===== src/rtl/alu_issue_ctrl.sv =====
// ============================================================================
// Module   : alu_issue_ctrl
// Purpose  : Round-robin issue controller sharing one multi-cycle ALU between
//            two requesters, with class-based latency and a tagged response.
// Revision : 1.0 - initial release
// ============================================================================
`default_nettype none

module alu_issue_ctrl #(
    parameter int BASIC_LAT = 2,
    parameter int MUL_LAT   = 4,
    parameter int DIV_LAT   = 34
) (
    input  logic        clk,
    input  logic        rst_n,

    input  logic        req0_valid,
    output logic        req0_ready,
    input  logic [31:0] req0_op1,
    input  logic [31:0] req0_op2,
    input  logic [4:0]  req0_opcode,

    input  logic        req1_valid,
    output logic        req1_ready,
    input  logic [31:0] req1_op1,
    input  logic [31:0] req1_op2,
    input  logic [4:0]  req1_opcode,

    output logic [31:0] alu_op1,
    output logic [31:0] alu_op2,
    output logic [4:0]  alu_opcode,
    input  logic [31:0] alu_answer,

    output logic        resp_valid,
    output logic        resp_id,
    output logic [31:0] resp_data,
    input  logic        resp_ready,

    output logic        busy
);

    localparam int MAX_LAT_BM = (BASIC_LAT > MUL_LAT) ? BASIC_LAT : MUL_LAT;
    localparam int MAX_LAT    = (MAX_LAT_BM > DIV_LAT) ? MAX_LAT_BM : DIV_LAT;
    localparam int CNT_W      = $clog2(MAX_LAT + 1);

    typedef enum logic [1:0] {
        S_IDLE = 2'd0,
        S_EXEC = 2'd1,
        S_RESP = 2'd2
    } state_t;

    state_t             state_q;
    logic [CNT_W-1:0]   cnt_q;
    logic               last_grant_q;
    logic               busy_q;
    logic [31:0]        alu_op1_q;
    logic [31:0]        alu_op2_q;
    logic [4:0]         alu_opcode_q;
    logic               resp_valid_q;
    logic               resp_id_q;
    logic [31:0]        resp_data_q;

    logic               grant0;
    logic               grant1;
    logic               issue;
    logic [31:0]        sel_op1;
    logic [31:0]        sel_op2;
    logic [4:0]         sel_opcode;

    generate
        if (BASIC_LAT < 1 || MUL_LAT < 1 || DIV_LAT < 1) begin : g_param_check
            $error("alu_issue_ctrl: all latencies must be 1 or more");
        end
    endgenerate

    function automatic logic [CNT_W-1:0] class_lat(input logic [4:0] opc);
        if (opc >= 5'd2 && opc <= 5'd5) begin
            return CNT_W'(MUL_LAT);
        end else if (opc >= 5'd6 && opc <= 5'd9) begin
            return CNT_W'(DIV_LAT);
        end else begin
            return CNT_W'(BASIC_LAT);
        end
    endfunction

    // On a tie the requester that did not win last time gets the ALU.
    always_comb begin
        grant0 = 1'b0;
        grant1 = 1'b0;
        if (rst_n && state_q == S_IDLE) begin
            grant0 = req0_valid && (!req1_valid || last_grant_q);
            grant1 = req1_valid && (!req0_valid || !last_grant_q);
        end
    end

    assign issue      = grant0 | grant1;
    assign sel_op1    = grant1 ? req1_op1    : req0_op1;
    assign sel_op2    = grant1 ? req1_op2    : req0_op2;
    assign sel_opcode = grant1 ? req1_opcode : req0_opcode;

    always_ff @(posedge clk or negedge rst_n) begin
        if (!rst_n) begin
            state_q      <= S_IDLE;
            cnt_q        <= '0;
            last_grant_q <= 1'b1;
            busy_q       <= 1'b0;
            alu_op1_q    <= '0;
            alu_op2_q    <= '0;
            alu_opcode_q <= '0;
            resp_valid_q <= 1'b0;
            resp_id_q    <= 1'b0;
            resp_data_q  <= '0;
        end else begin
            case (state_q)
                S_IDLE: begin
                    if (issue) begin
                        alu_op1_q    <= sel_op1;
                        alu_op2_q    <= sel_op2;
                        alu_opcode_q <= sel_opcode;
                        resp_id_q    <= grant1;
                        last_grant_q <= grant1;
                        cnt_q        <= class_lat(sel_opcode);
                        busy_q       <= 1'b1;
                        state_q      <= S_EXEC;
                    end
                end
                S_EXEC: begin
                    cnt_q <= cnt_q - 1'b1;
                    // Final count: the ALU answer is valid on this edge.
                    if (cnt_q == CNT_W'(1)) begin
                        resp_data_q  <= alu_answer;
                        resp_valid_q <= 1'b1;
                        state_q      <= S_RESP;
                    end
                end
                S_RESP: begin
                    if (resp_ready) begin
                        resp_valid_q <= 1'b0;
                        busy_q       <= 1'b0;
                        state_q      <= S_IDLE;
                    end
                end
                default: begin
                    resp_valid_q <= 1'b0;
                    busy_q       <= 1'b0;
                    state_q      <= S_IDLE;
                end
            endcase
        end
    end

    assign req0_ready = grant0;
    assign req1_ready = grant1;
    assign alu_op1    = alu_op1_q;
    assign alu_op2    = alu_op2_q;
    assign alu_opcode = alu_opcode_q;
    assign resp_valid = resp_valid_q;
    assign resp_id    = resp_id_q;
    assign resp_data  = resp_data_q;
    assign busy       = busy_q;

`ifndef SYNTHESIS
    a_one_grant : assert property (@(posedge clk) disable iff (!rst_n)
        !(req0_ready && req1_ready));
    a_ready_idle : assert property (@(posedge clk) disable iff (!rst_n)
        (req0_ready || req1_ready) |-> (state_q == S_IDLE));
    a_busy_state : assert property (@(posedge clk) disable iff (!rst_n)
        busy_q == (state_q != S_IDLE));
`endif

endmodule

`default_nettype wire


===== config.mk =====
export PLATFORM = sky130hd
export DESIGN_NAME = alu_issue_ctrl
export DESIGN_NICKNAME = d
export VERILOG_FILES = /design/src/rtl/alu_issue_ctrl.sv
export SDC_FILE = /design/constraint.sdc
export NUM_CORES = 1
export LEC_CHECK = 0
export CAP_MARGIN = 0
export CORE_AREA = 5 5 150 152
export DETAILED_ROUTE_END_ITERATION = 6
export DIE_AREA = 0 0 155 157
export PLACE_DENSITY = 0.62
export SLEW_MARGIN = 10
export SYNTH_ARGS = -nofsm -noshare
export SYNTH_HDL_FRONTEND = slang
export SYNTH_SLANG_ARGS = --single-unit

===== constraint.sdc =====
create_clock -name clk -period 2.4 [get_ports clk]
set_clock_uncertainty 0.05 [all_clocks]
set_input_delay 0.48 -clock clk [delete_from_list [all_inputs] [get_ports clk]]
set_output_delay 0.48 -clock clk [all_outputs]
set_load 0.01 [all_outputs]

==> results of run 1 <==
registers in the layout, summed over array words and instances, names as in the netlist:
name          cells
busy              1
alu_opcode        5
resp_data        32
alu_op2          32
state_q           2
resp_valid        1
resp_id           1
alu_op1          32
last_grant_q      1
cnt_q             6
layout make-up:
class                      count  area, um2
inverter                       5       18.8
multi-input combinational    300       2160
fill                        2032      12000
sequential                   113       2830
tap                          275        344
clock buffer                  17        425
clock inverter                15        160
timing repair buffer         295       2990
worst max-delay path by stage:
stage,endpoint,from,cells past startpoint
6_report,req0_ready,req1_valid,5
5_1_grt,resp_data[0],cnt_q[2],5
4_1_cts,req1_ready,state_q[1],5
3_5_place_dp,alu_op1[19],req1_valid,7
3_3_place_gp,req0_ready,req1_valid,5
2_1_floorplan,req1_ready,rst_n,5
repair_timing:
| item | 4_1_cts | 5_1_grt |
|---|---|---|
| setup endpoints to repair | 2 | 2 |
| resized for setup | 1 | 2 |
| hold buffers | 0 | 0 |
| setup buffers | 0 | 0 |
report_power, final:
| part | switching [mW] | internal, mW |
|---|---|---|
| clock | 0.977 | 1.54 |
| combinational | 1.69 | 2.65 |
| sequential | 0.510 | 2.82 |
| total | 3.18 | 7.01 |
logic make-up (layout without fill, tap and decap cells):
| kind of cell | count (synthesis) | in the layout | synth area share (%) |
|---|---|---|---|
| multiplexers | 101 | 101 | 22.5 |
| adder cells (fa/ha/maj) | 2 | 2 | 0.485 |
| XOR/XNOR | 4 | 4 | 0.680 |
| buffers and inverters | 32 | 332 | 3.86 |
| AO/OA/AOI/OAI | 87 | 87 | 9.00 |
| flip-flops | 113 | 113 | 54.9 |
| AND/OR/NAND/NOR | 106 | 106 | 8.61 |
through the flow:
step | utilization [%] | power [mW]
2_1_floorplan | - | 5.29
3_3_place_gp | 39.9 | 7.69
3_5_place_dp | 39.9 | 7.76
4_1_cts | 42.7 | 10.4
5_1_grt | 42.7 | 10.9
6_report | 42.7 | 10.2
cell usage after synthesis:
cell type / number
o32a_1: 1
nand2_1: 12
nand3b_1: 1
and4b_1: 1
dfrtp_1: 112
inv_1: 5
buf_2: 15
a21o_1: 3
nand3_1: 2
nor2_1: 79
a211o_1: 1
o21a_1: 1
xnor2_1: 3
ha_1: 2
buf_4: 1
nand2b_1: 2
clkbuf_1: 7
mux2i_1: 69
mux2_4: 29
o21ba_2: 1
nor3b_1: 1
buf_6: 1
nor3_2: 1
o311ai_0: 1
mux2_2: 3
and2b_1: 1
dfstp_2: 1
buf_12: 3
o22ai_1: 1
xor2_1: 1
nor3_1: 4
a21oi_1: 71
or3b_2: 1
and3b_1: 1
o21ai_0: 7
layer usage:
metal | vias up | routed length, um
li1 | 2133 | -
met3 | 14 | 1300
met5 | - | 0
met4 | 0 | 246
met1 | 2048 | 6890
met2 | 165 | 8390
worst reg2reg max path, stage by stage, from the launching register on:
cell     delay [ns]
dfrtp_1        0.42
nor3_2         0.25
and4b_1        0.29
and2b_2        0.28
buf_12         0.20
mux2_2         0.35
==> impl_metrics.py, run 1 <==
metrics = {
    "placement": {
        "place_inst": 988,
        "place_worst_setup_slack_ns": 0.0744,
        "globalplace.congestion": 0.763,
        "io_buffers": 280,
        "hpwl_um": 12200,
        "place_area_mm2": 0.00833,
    },
    "global_routing": {
        "grtUsageMet1_pct": 16.2,
        "overflow": 0,
        "met3_usage_pct": 4.62,
        "grt_most_used_layer": "met2",
        "antenna_found_initial": 1,
        "grt_pass1_vias": 4588,
        "grtUsageMet2_pct": 23.2,
        "grt_max_degree": 115,
        "grt_pass1_wl_um": 26000,
        "grt_usage_pct": 13.6,
    },
    "drt": {
        "vias": 4360,
        "wire_per_inst_um": 16.5,
        "drtAntennaViolNets": 0,
        "drc": 0,
        "routed_wl_um": 16800,
        "firstDrtPassIters": 4,
        "drtIter0Drc": 247,
        "via_per_inst": 4.27,
    },
    "critical_path": {
        "critPathKind": "input port to primary output",
        "critPathTopFamily": "buffers and inverters",
        "endpoint_kind": "primary output",
        "reg2reg_slack_ns": 0.45,
        "startpoint_type": "input port",
        "reg2reg_to": "resp_data[0]",
        "worst_path_max_delay_cell": "clkdlybuf4s50_1",
        "critPathBufInv": 3,
        "cp_data_required_time_ns": 1.87,
        "r2r_cells": 5,
        "critPathArrivalTime_ns": 1.45,
        "crit_chain": "clkdlybuf4s50_1 -> nand2b_1 -> nand3_4 -> inv_1 -> dlymetal6s2s_1",
        "reg2reg_from": "cnt_q[2]",
        "crit_fanout": 3,
        "cpPeakStageDelay_ns": 0.55,
    },
    "sta": {
        "rsz0062_at_grt": "false",
        "setup_tns_ns": 0,
        "max_slew.worst_pin.slew_ns": 0.632,
        "setup_viol": 0,
        "layout_min_cycle_time_ns": 1.98,
        "post-route-period-util_pct": 82.4,
        "slew_headroom_pct": 57.9,
        "drv_slew": 0,
        "setup_ws_ns": 0.423,
        "fmax_mhz": 506,
        "hold_violations": 0,
        "whs_ns": 0.280,
    },
    "floorplan": {
        "dieHeight_um": 157,
        "start_util_pct": 24.7,
        "fp.dieW_um": 155,
        "dieArea_mm2": 0.0243,
        "core_mm2": 0.0209,
        "pin_count": 281,
        "placementRows": 53,
    },
    "finish": {
        "diodes": 0,
        "finish.instance_area_mm2": 0.00893,
        "nNetsFinal": 909,
        "drive_gt1_share_pct": 11.8,
        "area_delta_synth_final_pct": 73.2,
        "stdcell_count": 1020,
        "layout_common_cells": "277 x clkdlybuf4s50_1, 112 x dfrtp_1, 79 x nor2_1, 71 x a21oi_1, 69 x mux2i_1",
        "mostFrequentLayoutCell": "clkdlybuf4s50_1",
    },
    "hold_path": {
        "hp-class": "input port to asynchronous set/reset pin",
    },
    "power": {
        "leakagePower_nw": 4.21,
        "ir_worst_vdd_v": 0.000499,
        "powerDensity_mw_per_mm2": 1140,
    },
    "yosys": {
        "ys_ff_latch": 113,
        "netlist_area_mm2": 0.00516,
        "yosysUniqueCellTypes": 35,
        "synth.avg_cell_area_um2": 11.6,
        "synth.area.top_cells": "dfrtp_1 54%, mux2i_1 13%, mux2_4 8.4%, a21oi_1 6.9%, nor2_1 5.8%",
        "yosysSeqAreaShare_pct": 54.9,
        "synth_nets": 622,
        "yosysTopAreaCell": "dfrtp_1",
        "synthCells": 445,
        "synth_top_area_share_pct": 54.4,
        "synth_warnings": 0,
    },
    "clocking": {
        "htreeDepth": 4,
        "numCtsBuffers": 17,
        "clkTransAtPathRegs_ns": 0.06,
        "cts_buffer_depth": 2,
        "insertion_delay_ns": 0.40,
        "cts-root-buf": "clkbuf_16",
        "cts_sinks": 113,
        "cts_tree": "yes",
    },
    "job": {
        "cap_violations": 0,
    },
    "outcome": {
        "outcome": "completed",
    },
}
Note: power is estimated with default switching activity, not from simulation.
==> inputs of run 2 (changes only) <==
- PLACE_DENSITY: 0.62 -> 0.64
- clock period: 2.4 -> 1.8 ns (I/O delays scaled with it)
==> impl_metrics.py, run 2 (synthesis gave the netlist of run 1 again) <==
metrics = {
    "power": {
        "p_comb_share_pct": 45.1,
        "leakagePower_nw": 4.53,
        "p_switching_mw": 4.42,
        "ir_worst_vdd_v": 0.000609,
        "pwr-share-clk_pct": 24.0,
        "p_total_mw": 14.3,
        "p_int_mw": 9.87,
        "swShare_pct": 30.9,
        "sequentialPowerShare_pct": 30.9,
        "powerDensity_mw_per_mm2": 1480,
    },
    "finish": {
        "layout_common_cells": "270 x clkdlybuf4s50_1, 112 x dfrtp_1, 69 x mux2i_1, 52 x a21oi_1, 51 x nor2_1",
        "drive_gt1_share_pct": 22.6,
        "area_delta_synth_final_pct": 86.9,
        "mostFrequentLayoutCell": "clkdlybuf4s50_1",
        "fillCellCount": 1935,
        "regArea_mm2": 0.00283,
        "diodes": 0,
        "nNetsFinal": 948,
        "multi_input_area_mm2": 0.00233,
    },
    "placement": {
        "hpwl_um": 12800,
        "io_buffers": 280,
        "globalplace.congestion": 0.767,
    },
    "clocking": {
        "htreeDepth": 4,
        "cts_sinks": 113,
        "insertion_delay_ns": 0.41,
        "numCtsBuffers": 17,
        "cts_tree": "yes",
        "clkTransAtPathRegs_ns": 0.06,
        "cts_buffer_depth": 2,
        "ctsHoldBuffers": 0,
        "cts-root-buf": "clkbuf_16",
    },
    "global_routing": {
        "grt_max_degree": 114,
        "grt_pass1_wl_um": 26100,
        "grt_usage_pct": 13.7,
        "grt_most_used_layer": "met2",
        "grt_pass1_vias": 4717,
        "overflow": 0,
        "antenna_found_initial": 0,
        "met3_usage_pct": 4.84,
        "grtUsageMet1_pct": 16.6,
        "grtUsageMet2_pct": 23.8,
    },
    "sta": {
        "layout_min_cycle_time_ns": 1.90,
        "max_slew.worst_pin.slew_ns": 0.630,
        "post-route-period-util_pct": 106,
        "slew_headroom_pct": 58.0,
        "setup_viol": 2,
        "drv_slew": 0,
        "setup_ws_ns": -0.101,
        "fmax_mhz": 526,
        "whs_ns": 0.118,
        "hold_violations": 0,
        "rsz0062_at_grt": "true",
        "setup_tns_ns": -0.129,
    },
    "critical_path": {
        "reg2reg_to": "alu_op2[10]",
        "endpoint_kind": "primary output",
        "cp_data_required_time_ns": 1.39,
        "startpoint_type": "flip-flop",
        "r2r_cells": 8,
        "critPathArrivalTime_ns": 1.49,
        "crit_start": "state_q[0]",
        "reg2reg_slack_ns": 0.01,
        "critPathKind": "flip-flop to primary output",
        "reg2reg_from": "state_q[0]",
        "crit_fanout": 2,
    },
    "floorplan": {
        "pin_count": 281,
        "placementRows": 53,
        "start_util_pct": 24.7,
        "core_mm2": 0.0209,
        "dieArea_mm2": 0.0243,
        "fp.dieW_um": 155,
        "dieHeight_um": 157,
    },
    "drt": {
        "drc": 0,
        "vias": 4580,
        "drtAntennaViolNets": 0,
        "routed_wl_um": 18500,
        "drtIter0Drc": 235,
        "wire_per_inst_um": 17.4,
        "firstDrtPassIters": 4,
        "via_per_inst": 4.32,
    },
    "outcome": {
        "outcome": "finished, violations left",
        "violations": "setup timing",
    },
    "job": {
        "cap_violations": 0,
    },
    "hold_path": {
        "hp-class": "input port to asynchronous set/reset pin",
    },
}
-- run 2: cell count changes in the layout (fill, tap and decap cells not counted), sizes merged --
| cell | previous run | this run |
|---|---|---|
| clkinvlp | 5 | 4 |
| clkbuf | 17 | 23 |
| buf | 16 | 53 |
| bufinv | 2 | 3 |
| clkinv | 5 | 4 |
| clkdlybuf4s50 | 277 | 270 |
| inv | 8 | 7 |
| dlymetal6s2s | 2 | 6 |
| dlygate4sd2 | 0 | 1 |
-- run 2: timing repair --
action | CTS | global route
gates cloned | 1 | 8
resized for setup | 26 | 77
buffers inserted | 7 | 1
endpoints found under the setup margin | 32 | 95
pin swaps | 3 | 3
-- run 2: cell type report --
class	count	area share, %
Clock buffer	19	4.49
Clock inverter	13	1.67
Inverter	5	0.195
Multi-Input combinational cell	300	24.2
Sequential cell	113	29.4
Tap cell	275	3.57
Timing Repair Buffer	334	36.5
-- run 2: worst max-delay path by stage --
| stage | end | slack (ns) | depth (start not counted) |
|---|---|---|---|
| after floorplan | req1_ready | 0.07 | 5 |
| after global placement | req0_ready | -0.28 | 5 |
| after detailed placement | req0_ready | -0.31 | 5 |
| after CTS | req1_ready | -0.13 | 6 |
| after global routing | req1_ready | -0.19 | 6 |
| final | req1_ready | -0.10 | 6 |
-- run 2: metal layers --
layer,part of all wire [%],vias to the layer above
met3,6.7,12
met5,0,-
met2,50,159
met4,0.98,0
li1,-,2200
met1,42,2209
-- run 2: stage by stage --
stage	worst slack, ns	cell area, um2	std cells	utilization [%]
floorplan	0.0716	5160	445	-
global placement	-0.283	8550	1014	41.0
detailed placement	-0.307	8550	1014	41.0
CTS	-0.129	9270	1054	44.4
global route	-0.190	9640	1059	46.1
finish	-0.101	9640	1059	46.1
-- run 2: power groups by stage --
stage	Sequential (mW)	Clock, mW	Combinational (mW)
floorplan	4.95	0	2.10
global placement	4.40	0	6.02
detailed placement	4.46	0	6.10
CTS	4.44	3.54	6.22
global route	4.60	3.64	6.91
finish	4.41	3.43	6.45
-- run 2: worst max-delay path, stage by stage (launching register included) --
cell     delay [ns]
dfrtp_1        0.38
nor3b_2        0.23
buf_4          0.16
buf_6          0.09
nand3_4        0.07
inv_2          0.06
buf_6          0.09
==> inputs of run 3 (changes only) <==
- CTS_CLUSTER_DIAMETER: not set -> 150
==> results of run 3 <==
Final layout, timing and power as in run 2 (identical DEF).
